File: src/rtl/dvi_pkg.sv
// -----------------------------------------------------------------------------
// dvi_pkg
// Shared definitions for the DVI raster sequencer:
//   - 640x480@60 timing constants (used as parameter defaults)
//   - FSM state encoding for the run/stop control
//   - helper that sums the four regions of one axis into its total length
// -----------------------------------------------------------------------------
package dvi_pkg;

   // 640x480@60 horizontal timing (pixels)
   localparam int C_H_ACTIVE = 640;
   localparam int C_H_FP     = 16;
   localparam int C_H_SYNC   = 96;
   localparam int C_H_BP     = 48;

   // 640x480@60 vertical timing (lines)
   localparam int C_V_ACTIVE = 480;
   localparam int C_V_FP     = 10;
   localparam int C_V_SYNC   = 2;
   localparam int C_V_BP     = 33;

   // Counter and coordinate width
   localparam int C_CW       = 12;

   // Run/stop control states
   typedef enum logic [1:0] {
      S_IDLE = 2'd0,
      S_RUN  = 2'd1,
      S_STOP = 2'd2
   } state_t;

   // Length of one axis: active + front porch + sync + back porch
   function automatic int axis_total(input int active, input int fp,
                                     input int sync, input int bp);
      return active + fp + sync + bp;
   endfunction

endpackage

File: src/rtl/dvi_timing_axis.sv
// -----------------------------------------------------------------------------
// dvi_timing_axis
// Single-axis raster counter (used once for columns, once for lines).
// The count runs 0 .. TOTAL-1 and wraps, advancing only when inc is high.
//
// Ports:
//   clk     in  1   clock
//   rst_n   in  1   synchronous active-low reset
//   inc     in  1   advance the count this cycle
//   clr     in  1   force the count to 0 (wins over inc)
//   cnt     out CW  current position on this axis
//   wrap    out 1   inc is high while at the last position (count returns to 0)
//   active  out 1   position is inside the visible region
//   sync    out 1   position is inside the sync pulse
// -----------------------------------------------------------------------------
module dvi_timing_axis
   import dvi_pkg::*;
#(
   parameter int ACTIVE = C_H_ACTIVE,
   parameter int FP     = C_H_FP,
   parameter int SYNC   = C_H_SYNC,
   parameter int BP     = C_H_BP,
   parameter int CW     = C_CW
) (
   input  logic          clk,
   input  logic          rst_n,
   input  logic          inc,
   input  logic          clr,
   output logic [CW-1:0] cnt,
   output logic          wrap,
   output logic          active,
   output logic          sync
);

   localparam int TOTAL = axis_total(ACTIVE, FP, SYNC, BP);

   // Region boundaries pre-sized to the counter width so every compare is
   // between equal-width unsigned values.
   localparam logic [CW-1:0] L_LAST       = CW'(TOTAL - 1);
   localparam logic [CW-1:0] L_ACTIVE     = CW'(ACTIVE);
   localparam logic [CW-1:0] L_SYNC_FIRST = CW'(ACTIVE + FP);
   localparam logic [CW-1:0] L_SYNC_LAST  = CW'(ACTIVE + FP + SYNC - 1);

   logic [CW-1:0] r_cnt;
   logic          w_at_last;

   assign w_at_last = (r_cnt == L_LAST);

   // NOTE: sequential state is written with non-blocking assignments so every
   // flop samples the pre-edge values regardless of block ordering; reset is
   // sampled on the clock edge, not in the sensitivity list.
   always_ff @(posedge clk) begin
      if (!rst_n || clr) begin
         r_cnt <= '0;
      end else if (inc) begin
         r_cnt <= w_at_last ? '0 : r_cnt + CW'(1);
      end
   end

   assign cnt    = r_cnt;
   assign wrap   = inc && w_at_last;
   assign active = (r_cnt < L_ACTIVE);
   assign sync   = (r_cnt >= L_SYNC_FIRST) && (r_cnt <= L_SYNC_LAST);

endmodule

File: src/rtl/dvi_video_timing.sv
// -----------------------------------------------------------------------------
// dvi_video_timing
// Raster sequencer for the DVI output path. Walks horizontal/vertical counters
// through active, porch and sync regions, requests each visible pixel one
// cycle ahead of data-enable, and drives de/hsync/vsync toward the TMDS
// encoders. Starting and stopping happen only on frame boundaries.
//
// Ports:
//   pix_clk      in  1   pixel clock (only clock)
//   rst_n        in  1   synchronous active-low reset
//   en           in  1   run request, sampled every cycle
//   pix_req      out 1   pixel at (pix_x,pix_y) needed; data expected next cycle
//   pix_x        out CW  column of requested pixel (holds while pix_req=0)
//   pix_y        out CW  row of requested pixel (holds while pix_req=0)
//   frame_start  out 1   pulse coinciding with the request for pixel (0,0)
//   de           out 1   data enable (pix_req delayed by one cycle)
//   hsync        out 1   horizontal sync, active level HS_POL
//   vsync        out 1   vertical sync, active level VS_POL
//   running      out 1   sequencer is not idle
//
// Pipeline for a counter value (h,v) present in cycle t:
//   t+1 : pix_req / pix_x / pix_y / frame_start      (stage 1)
//   t+2 : de / hsync / vsync                         (stage 2)
// -----------------------------------------------------------------------------
module dvi_video_timing
   import dvi_pkg::*;
#(
   parameter int   H_ACTIVE = C_H_ACTIVE,
   parameter int   H_FP     = C_H_FP,
   parameter int   H_SYNC   = C_H_SYNC,
   parameter int   H_BP     = C_H_BP,
   parameter int   V_ACTIVE = C_V_ACTIVE,
   parameter int   V_FP     = C_V_FP,
   parameter int   V_SYNC   = C_V_SYNC,
   parameter int   V_BP     = C_V_BP,
   parameter logic HS_POL   = 1'b0,
   parameter logic VS_POL   = 1'b0,
   parameter int   CW       = C_CW
) (
   input  logic          pix_clk,
   input  logic          rst_n,
   input  logic          en,
   output logic          pix_req,
   output logic [CW-1:0] pix_x,
   output logic [CW-1:0] pix_y,
   output logic          frame_start,
   output logic          de,
   output logic          hsync,
   output logic          vsync,
   output logic          running
);

   // ---------------------------------------------------------------- control
   state_t r_state;
   state_t w_next_state;
   logic   r_running;

   // Counter interface
   logic          w_count_en;
   logic          w_clr;
   logic [CW-1:0] w_h_cnt;
   logic [CW-1:0] w_v_cnt;
   logic          w_h_wrap;
   logic          w_v_wrap;
   logic          w_h_active;
   logic          w_v_active;
   logic          w_h_sync;
   logic          w_v_sync;

   // Stage 1 registers
   logic          r_pix_req;
   logic [CW-1:0] r_pix_x;
   logic [CW-1:0] r_pix_y;
   logic          r_frame_start;
   logic          r_hs_s1;
   logic          r_vs_s1;

   // Stage 2 registers
   logic          r_de;
   logic          r_hsync;
   logic          r_vsync;

   // Counters advance in RUN and STOP and sit at (0,0) while idle, so the
   // first counted cycle after leaving IDLE is always (0,0).
   assign w_count_en = (r_state != S_IDLE);
   assign w_clr      = (r_state == S_IDLE);

   // The vertical wrap only fires on the final pixel of the final line, so it
   // doubles as the "last count of the frame" flag.
   always_comb begin
      // NOTE: every signal written here gets a default first, so no path
      // leaves it unassigned and no latch is inferred.
      w_next_state = r_state;
      case (r_state)
         S_IDLE: begin
            if (en) w_next_state = S_RUN;
         end
         S_RUN: begin
            if (!en) w_next_state = S_STOP;
         end
         S_STOP: begin
            if (en)            w_next_state = S_RUN;
            else if (w_v_wrap) w_next_state = S_IDLE;
         end
         default: w_next_state = S_IDLE;
      endcase
   end

   // running is registered from the next state, so it rises together with
   // the RUN state and one cycle ahead of the first frame_start.
   always_ff @(posedge pix_clk) begin
      if (!rst_n) begin
         r_state   <= S_IDLE;
         r_running <= 1'b0;
      end else begin
         r_state   <= w_next_state;
         r_running <= (w_next_state != S_IDLE);
      end
   end

   // --------------------------------------------------------------- counters
   dvi_timing_axis #(
      .ACTIVE (H_ACTIVE),
      .FP     (H_FP),
      .SYNC   (H_SYNC),
      .BP     (H_BP),
      .CW     (CW)
   ) u_h_axis (
      .clk    (pix_clk),
      .rst_n  (rst_n),
      .inc    (w_count_en),
      .clr    (w_clr),
      .cnt    (w_h_cnt),
      .wrap   (w_h_wrap),
      .active (w_h_active),
      .sync   (w_h_sync)
   );

   dvi_timing_axis #(
      .ACTIVE (V_ACTIVE),
      .FP     (V_FP),
      .SYNC   (V_SYNC),
      .BP     (V_BP),
      .CW     (CW)
   ) u_v_axis (
      .clk    (pix_clk),
      .rst_n  (rst_n),
      .inc    (w_h_wrap),
      .clr    (w_clr),
      .cnt    (w_v_cnt),
      .wrap   (w_v_wrap),
      .active (w_v_active),
      .sync   (w_v_sync)
   );

   // ---------------------------------------------------------------- stage 1
   // All region flags are gated by w_count_en: while idle the counters read
   // (0,0), which would otherwise decode as the first visible pixel.
   always_ff @(posedge pix_clk) begin
      if (!rst_n) begin
         r_pix_req     <= 1'b0;
         r_pix_x       <= '0;
         r_pix_y       <= '0;
         r_frame_start <= 1'b0;
         r_hs_s1       <= 1'b0;
         r_vs_s1       <= 1'b0;
      end else begin
         r_pix_req     <= w_count_en && w_h_active && w_v_active;
         r_frame_start <= w_count_en && (w_h_cnt == '0) && (w_v_cnt == '0);
         r_hs_s1       <= w_count_en && w_h_sync;
         r_vs_s1       <= w_count_en && w_v_sync;
         // Coordinates only move with a request so the pixel source sees a
         // stable address between lines.
         if (w_count_en && w_h_active && w_v_active) begin
            r_pix_x <= w_h_cnt;
            r_pix_y <= w_v_cnt;
         end
      end
   end

   // ---------------------------------------------------------------- stage 2
   always_ff @(posedge pix_clk) begin
      if (!rst_n) begin
         r_de    <= 1'b0;
         r_hsync <= ~HS_POL;
         r_vsync <= ~VS_POL;
      end else begin
         r_de    <= r_pix_req;
         r_hsync <= r_hs_s1 ? HS_POL : ~HS_POL;
         r_vsync <= r_vs_s1 ? VS_POL : ~VS_POL;
      end
   end

   // ---------------------------------------------------------------- outputs
   assign pix_req     = r_pix_req;
   assign pix_x       = r_pix_x;
   assign pix_y       = r_pix_y;
   assign frame_start = r_frame_start;
   assign de          = r_de;
   assign hsync       = r_hsync;
   assign vsync       = r_vsync;
   assign running     = r_running;

endmodule
File: config.mk
export PLATFORM = sky130hd
export DESIGN_NAME = dvi_video_timing
export DESIGN_NICKNAME = d
export VERILOG_FILES = /design/src/rtl/dvi_pkg.sv /design/src/rtl/dvi_timing_axis.sv /design/src/rtl/dvi_video_timing.sv
export SDC_FILE = /design/constraint.sdc
export NUM_CORES = 1
export LEC_CHECK = 0
export CELL_PAD_IN_SITES_DETAIL_PLACEMENT = 1
export CELL_PAD_IN_SITES_GLOBAL_PLACEMENT = 2
export CORE_MARGIN = 2
export CORE_UTILIZATION = 35
export DETAILED_ROUTE_END_ITERATION = 10
export PLACE_DENSITY = 0.94
export SLEW_MARGIN = 30
export SYNTH_ARGS = -nofsm -noshare
export SYNTH_HDL_FRONTEND = slang
export SYNTH_SLANG_ARGS = --single-unit
export TNS_END_PERCENT = 10
File: constraint.sdc
create_clock -name pix_clk -period 6.8 [get_ports pix_clk]
set_clock_uncertainty 0.1 [all_clocks]
set_input_delay 0.68 -clock pix_clk [delete_from_list [all_inputs] [get_ports pix_clk]]
set_output_delay 0.68 -clock pix_clk [all_outputs]
set_load 0.01 [all_outputs]
Word-level counts from Yosys, hierarchy flattened
Index checks and enable logic that the tools add are counted.
W data, S select, Z words.
- $add $sub $neg: 2
- muxes and demuxes: 9
- reductions and logical operators: 17
- eq/ne operators: 4
- magnitude comparators: 6
- operators by type and width (kind ; number):
    $add A12 B1 Y12 const B ; 2
    $eq A12 B10 Y1 const B ; 2
    $logic_not A12 Y1 ; 2
    $mux W12 ; 2
    $ge A12 B10 Y1 const B ; 1
    $ge A12 B9 Y1 const B ; 1
    $le A12 B10 Y1 const B ; 1
    $le A12 B9 Y1 const B ; 1
    $lt A12 B10 Y1 const B ; 1
    $lt A12 B9 Y1 const B ; 1
    $logic_and A1 B1 Y1 ; 10
    $mux W2 ; 4
    $pmux W2 S3 ; 1
    $reduce_bool A2 Y1 ; 2
    $eq A2 B1 Y1 const B ; 1
    $eq A2 B2 Y1 const B ; 1
    $logic_not A2 Y1 ; 1
    $mux W1 ; 2
    $logic_not A1 Y1 ; 1
    $logic_or A1 B1 Y1 ; 1
- output and inout bits: 30
- input port bits: 3
- logic and storage cells: 51
- bits in registers: 58

Depth between registers and ports, before layout
- word-level depth: 7
- mapped depth: 7
- mapped depth without buffers: 6

Cells and area by module
A second synthesis with hierarchy kept.
- cell total of the unflattened synthesis: 288
- area, all modules: 2648.8 um^2
- modules (own cells, without submodules) (module ; instances ; cells an instance ; area each (um^2) ; seq. area each (um^2)):
    dvi_video_timing ; 1 ; 141 ; 1353.8 ; 680.7
    dvi_timing_axis (u_v_axis) ; 1 ; 73 ; 656.9 ; 240.2
    dvi_timing_axis (u_h_axis) ; 1 ; 74 ; 638.1 ; 240.2

Least setup slack after synthesis
OpenSTA, ideal clock, no wires.
- path type: flip-flop to flip-flop
- from: register u_h_axis.r_cnt[10] (netlist: u_h_axis.cnt[10])
- to: register u_v_axis.r_cnt[5] (netlist: u_v_axis.cnt[5])
- library setup time: 0.072 ns
- path buffers: 1
- required time: 6.628 ns
- path slack: 4.493 ns
- cell stages (with the launch flop): 6
- clock period less this slack: 2.307 ns
- arrival time: 2.135 ns
- cell sequence: dfxtp_1 > or4_4 > buf_6 > or4_4 > or4b_1 > a21oi_1
- cells in the longest elaborated chain, start to end: 2
- ends and longest elaborated chain (element ; line ; source):
    start: declaration ; dvi_timing_axis.sv:44 ; logic [CW-1:0] r_cnt;
    start signal: assignment ; dvi_timing_axis.sv:56 ; r_cnt <= w_at_last ? '0 : r_cnt + CW'(1);
    $eq A12 B10 Y1 ; dvi_timing_axis.sv:47 ; assign w_at_last = (r_cnt == L_LAST);
    $logic_and A1 B1 Y1 ; dvi_timing_axis.sv:61 ; assign wrap = inc && w_at_last;
    end signal: assignment ; dvi_timing_axis.sv:56 ;
    end: declaration ; dvi_timing_axis.sv:44 ;
No other way between the ends.
A chain may end at the register's enable or synchronous reset.

==> results.cfg <==
[detailed_routing]
drtAntennaViolNets = 0
wl_mm = 6.66
drc = 0
via_per_inst = 5.36
vias = 2212
drtPass1Iterations = 4
drt_iter0_drc = 91
wl_per_cell_um = 16.1

[yosys]
syn_nets = 297
synth_fa_ha_area_frac = 0.0254
ys_ff_latch = 58
yosys_warnings = 0
syn_inst = 289
avgSynthCellArea_um2 = 8.52
synth-xor-area-share = 0.0427
synthSimpleGateAreaFrac = 0.242
synth_cell_type_count = 37
synthArstFlopShare = 0
syn_area_um2 = 2460
synth_top_family_by_area = simple AND/OR/NAND/NOR gates
ys.flop_type = dfxtp_1
synth_compound_area_frac = 0.156
ys_seq_area_frac = 0.471
synth_edf_count = 0
muxShareOfSynthArea = 0.00406

[place]
dp_cells = 397
gp_congestion = 0.840
io_buffers = 32
hpwl_mm = 4.56
post-place-ws_ps = 3950
placed_area_um2 = 2830

[power_and_ir_drop]
p_leak_nw = 0.925
vdd_drop_max_mv = 0.0819
p_per_area_nw_per_um2 = 215

[sta]
relSlewSlack = 0.478
finalCritPeriodShare = 0.371
slew_viol_final = 0
final.min_clock_period_ps = 2520
setup-tns-final_ps = 0
tightest_slew_ps = 778
finalHoldViolations = 0
fmax_mhz = 396
worst_slack_ps = 4280
finalSetupViolCount = 0
rsz0062_at_grt = no

[die]
initial_utilization = 0.363
ios = 33
die_w_um = 87.9
die_area_um2 = 7730
fp.coreArea_um2 = 6790
dieHeight_um = 87.9
row_count = 30

[cells_and_area]
multi_input_area_um2 = 1170
drive_gt1_frac = 0.0662
layoutNonFillerInstCount = 413
fin_nets = 320
antenna_cells = 0
fin_area_um2 = 2990
n_fill_cell = 807
area_delta_synth_final_pct = 21.3
seq_area_um2 = 1160

[clock_network]
h-tree-depth = 3
cts_setup_buffers = 0
clockBufferDepth = 2
insertion_delay_ps = 340
cts_tree = built
clk_pin_slew_ps = 60
cts_root_buf = clkbuf_8
hold_buffers = 0
clock-sinks = 58
cts_buffers = 9
ctsResizeCount = 0

[hold_path]
hp-class = register to register

[worst_setup_path]
crit_path_start_kind = input port
end_kind = register
required_ps = 6930
cp_max_fo = 23
worstPathArrival_ps = 2660
path_class = input port to register

[global_route]
gr-total-overflow = 0
first_global_vias = 2236
antenna_found_initial = 0
grt_pass1_wl_mm = 10.9
grt_max_degree = 24
grt_usage = 0.184

[run_status]
status = completed

[flow_run]
drv_cap = 0
==> area by class of cell <==
cell class	instances	share of cell area
well taps	96	0.0402
inverters	12	0.0151
clock inverters	3	0.00502
repair buffers	33	0.110
clock buffers	13	0.0498
multi-input cells	198	0.392
flip-flops and latches	58	0.388
==> cell usage after synthesis (6+ instances only) <==
| cell | n | area [um2] |
|---|---|---|
| nand4_1 | 7 | 43.8 |
| nand2_1 | 12 | 45.0 |
| a21oi_1 | 28 | 140 |
| nor4_1 | 9 | 56.3 |
| clkbuf_1 | 18 | 67.6 |
| xnor2_1 | 11 | 96.3 |
| inv_1 | 12 | 45.0 |
| nand3_1 | 25 | 125 |
| o21ai_0 | 27 | 135 |
| and3_1 | 6 | 37.5 |
| nor3_1 | 7 | 35.0 |
| dfxtp_1 | 58 | 1160 |
| nor2_1 | 24 | 90.1 |
==> worst paths after layout <==
| path | slack, ps | endpoint | depth (start not counted) | from |
|---|---|---|---|---|
| setup / recovery | 4280 | r_hs_s1 | 5 | rst_n |
| hold / removal | 270 | vsync | 1 | r_vs_s1 |
| setup reg to reg | 4390 | u_v_axis.cnt[10] | 4 | u_h_axis.cnt[10] |
| hold reg to reg | 270 | vsync | 1 | r_vs_s1 |
==> logic make-up (layout without fill, tap and decap cells) <==
logic type	after synthesis	in the layout
flip-flops	58	58
adder cells (fa/ha/maj)	5	5
AND/OR/NAND/NOR	111	111
multiplexers	1	1
AO/OA/AOI/OAI	69	69
buffers and inverters	33	61
XOR/XNOR	12	12
==> power by group <==
part | total (mW) | switching [mW] | internal, mW
combinational | 0.0236 | 0.0162 | 0.00743
clock | 0.274 | 0.134 | 0.141
sequential | 0.345 | 0.00261 | 0.342
total | 0.643 | 0.152 | 0.490
==> metrics by stage <==
step / hold WS, ps / total power, mW / util
after CTS: 279 / 0.647 / 0.440
after global placement: 266 / 0.375 / 0.415
after global routing: 280 / 0.665 / 0.440
final: 270 / 0.643 / 0.440
after floorplan: 243 / 0.366 / -
after detailed placement: 267 / 0.376 / 0.416
==> worst max-delay path: stages <==
cell and delay (ps):
clkdlybuf4s50_1 700, inv_1 420, nor2_1 380, nand4_1 150, nor4b_1 320
==> cell usage in the layout (no fill, tap or decap), types with 2 or more instances in the layout <==
master / count
a21oi_1: 28
and3_1: 6
clkbuf_1: 3
clkbuf_8: 10
clkdlybuf4s50_1: 32
clkinv_2: 3
dfxtp_1: 58
ha_1: 5
inv_1: 12
nand2_1: 12
nand2b_1: 3
nand3_1: 25
nand4_1: 7
nor2_1: 24
nor2b_1: 2
nor3_1: 7
nor4_1: 8
o2111ai_1: 2
o21ai_0: 27
o31ai_1: 4
or3_1: 4
or4_1: 4
or4_4: 3
xnor2_1: 11
==> per-layer routing <==
| metal | global-route usage | up-vias | wire length, um |
|---|---|---|---|
| met5 | 0 | - | 0 |
| li1 | - | 1078 | - |
| met1 | 0.229 | 1077 | 3000 |
| met4 | 0.0853 | 0 | 128 |
| met2 | 0.306 | 44 | 3280 |
| met3 | 0.0386 | 13 | 252 |
==> registers in the layout, summed over array words and instances, names as in the netlist <==
register,flops
running,1
u_h_axis.cnt,12
de,1
pix_req,1
u_v_axis.cnt,12
frame_start,1
r_state,2
r_hs_s1,1
vsync,1
hsync,1
pix_y,12
pix_x,12
r_vs_s1,1
Note: power is estimated with default switching activity, not from simulation.
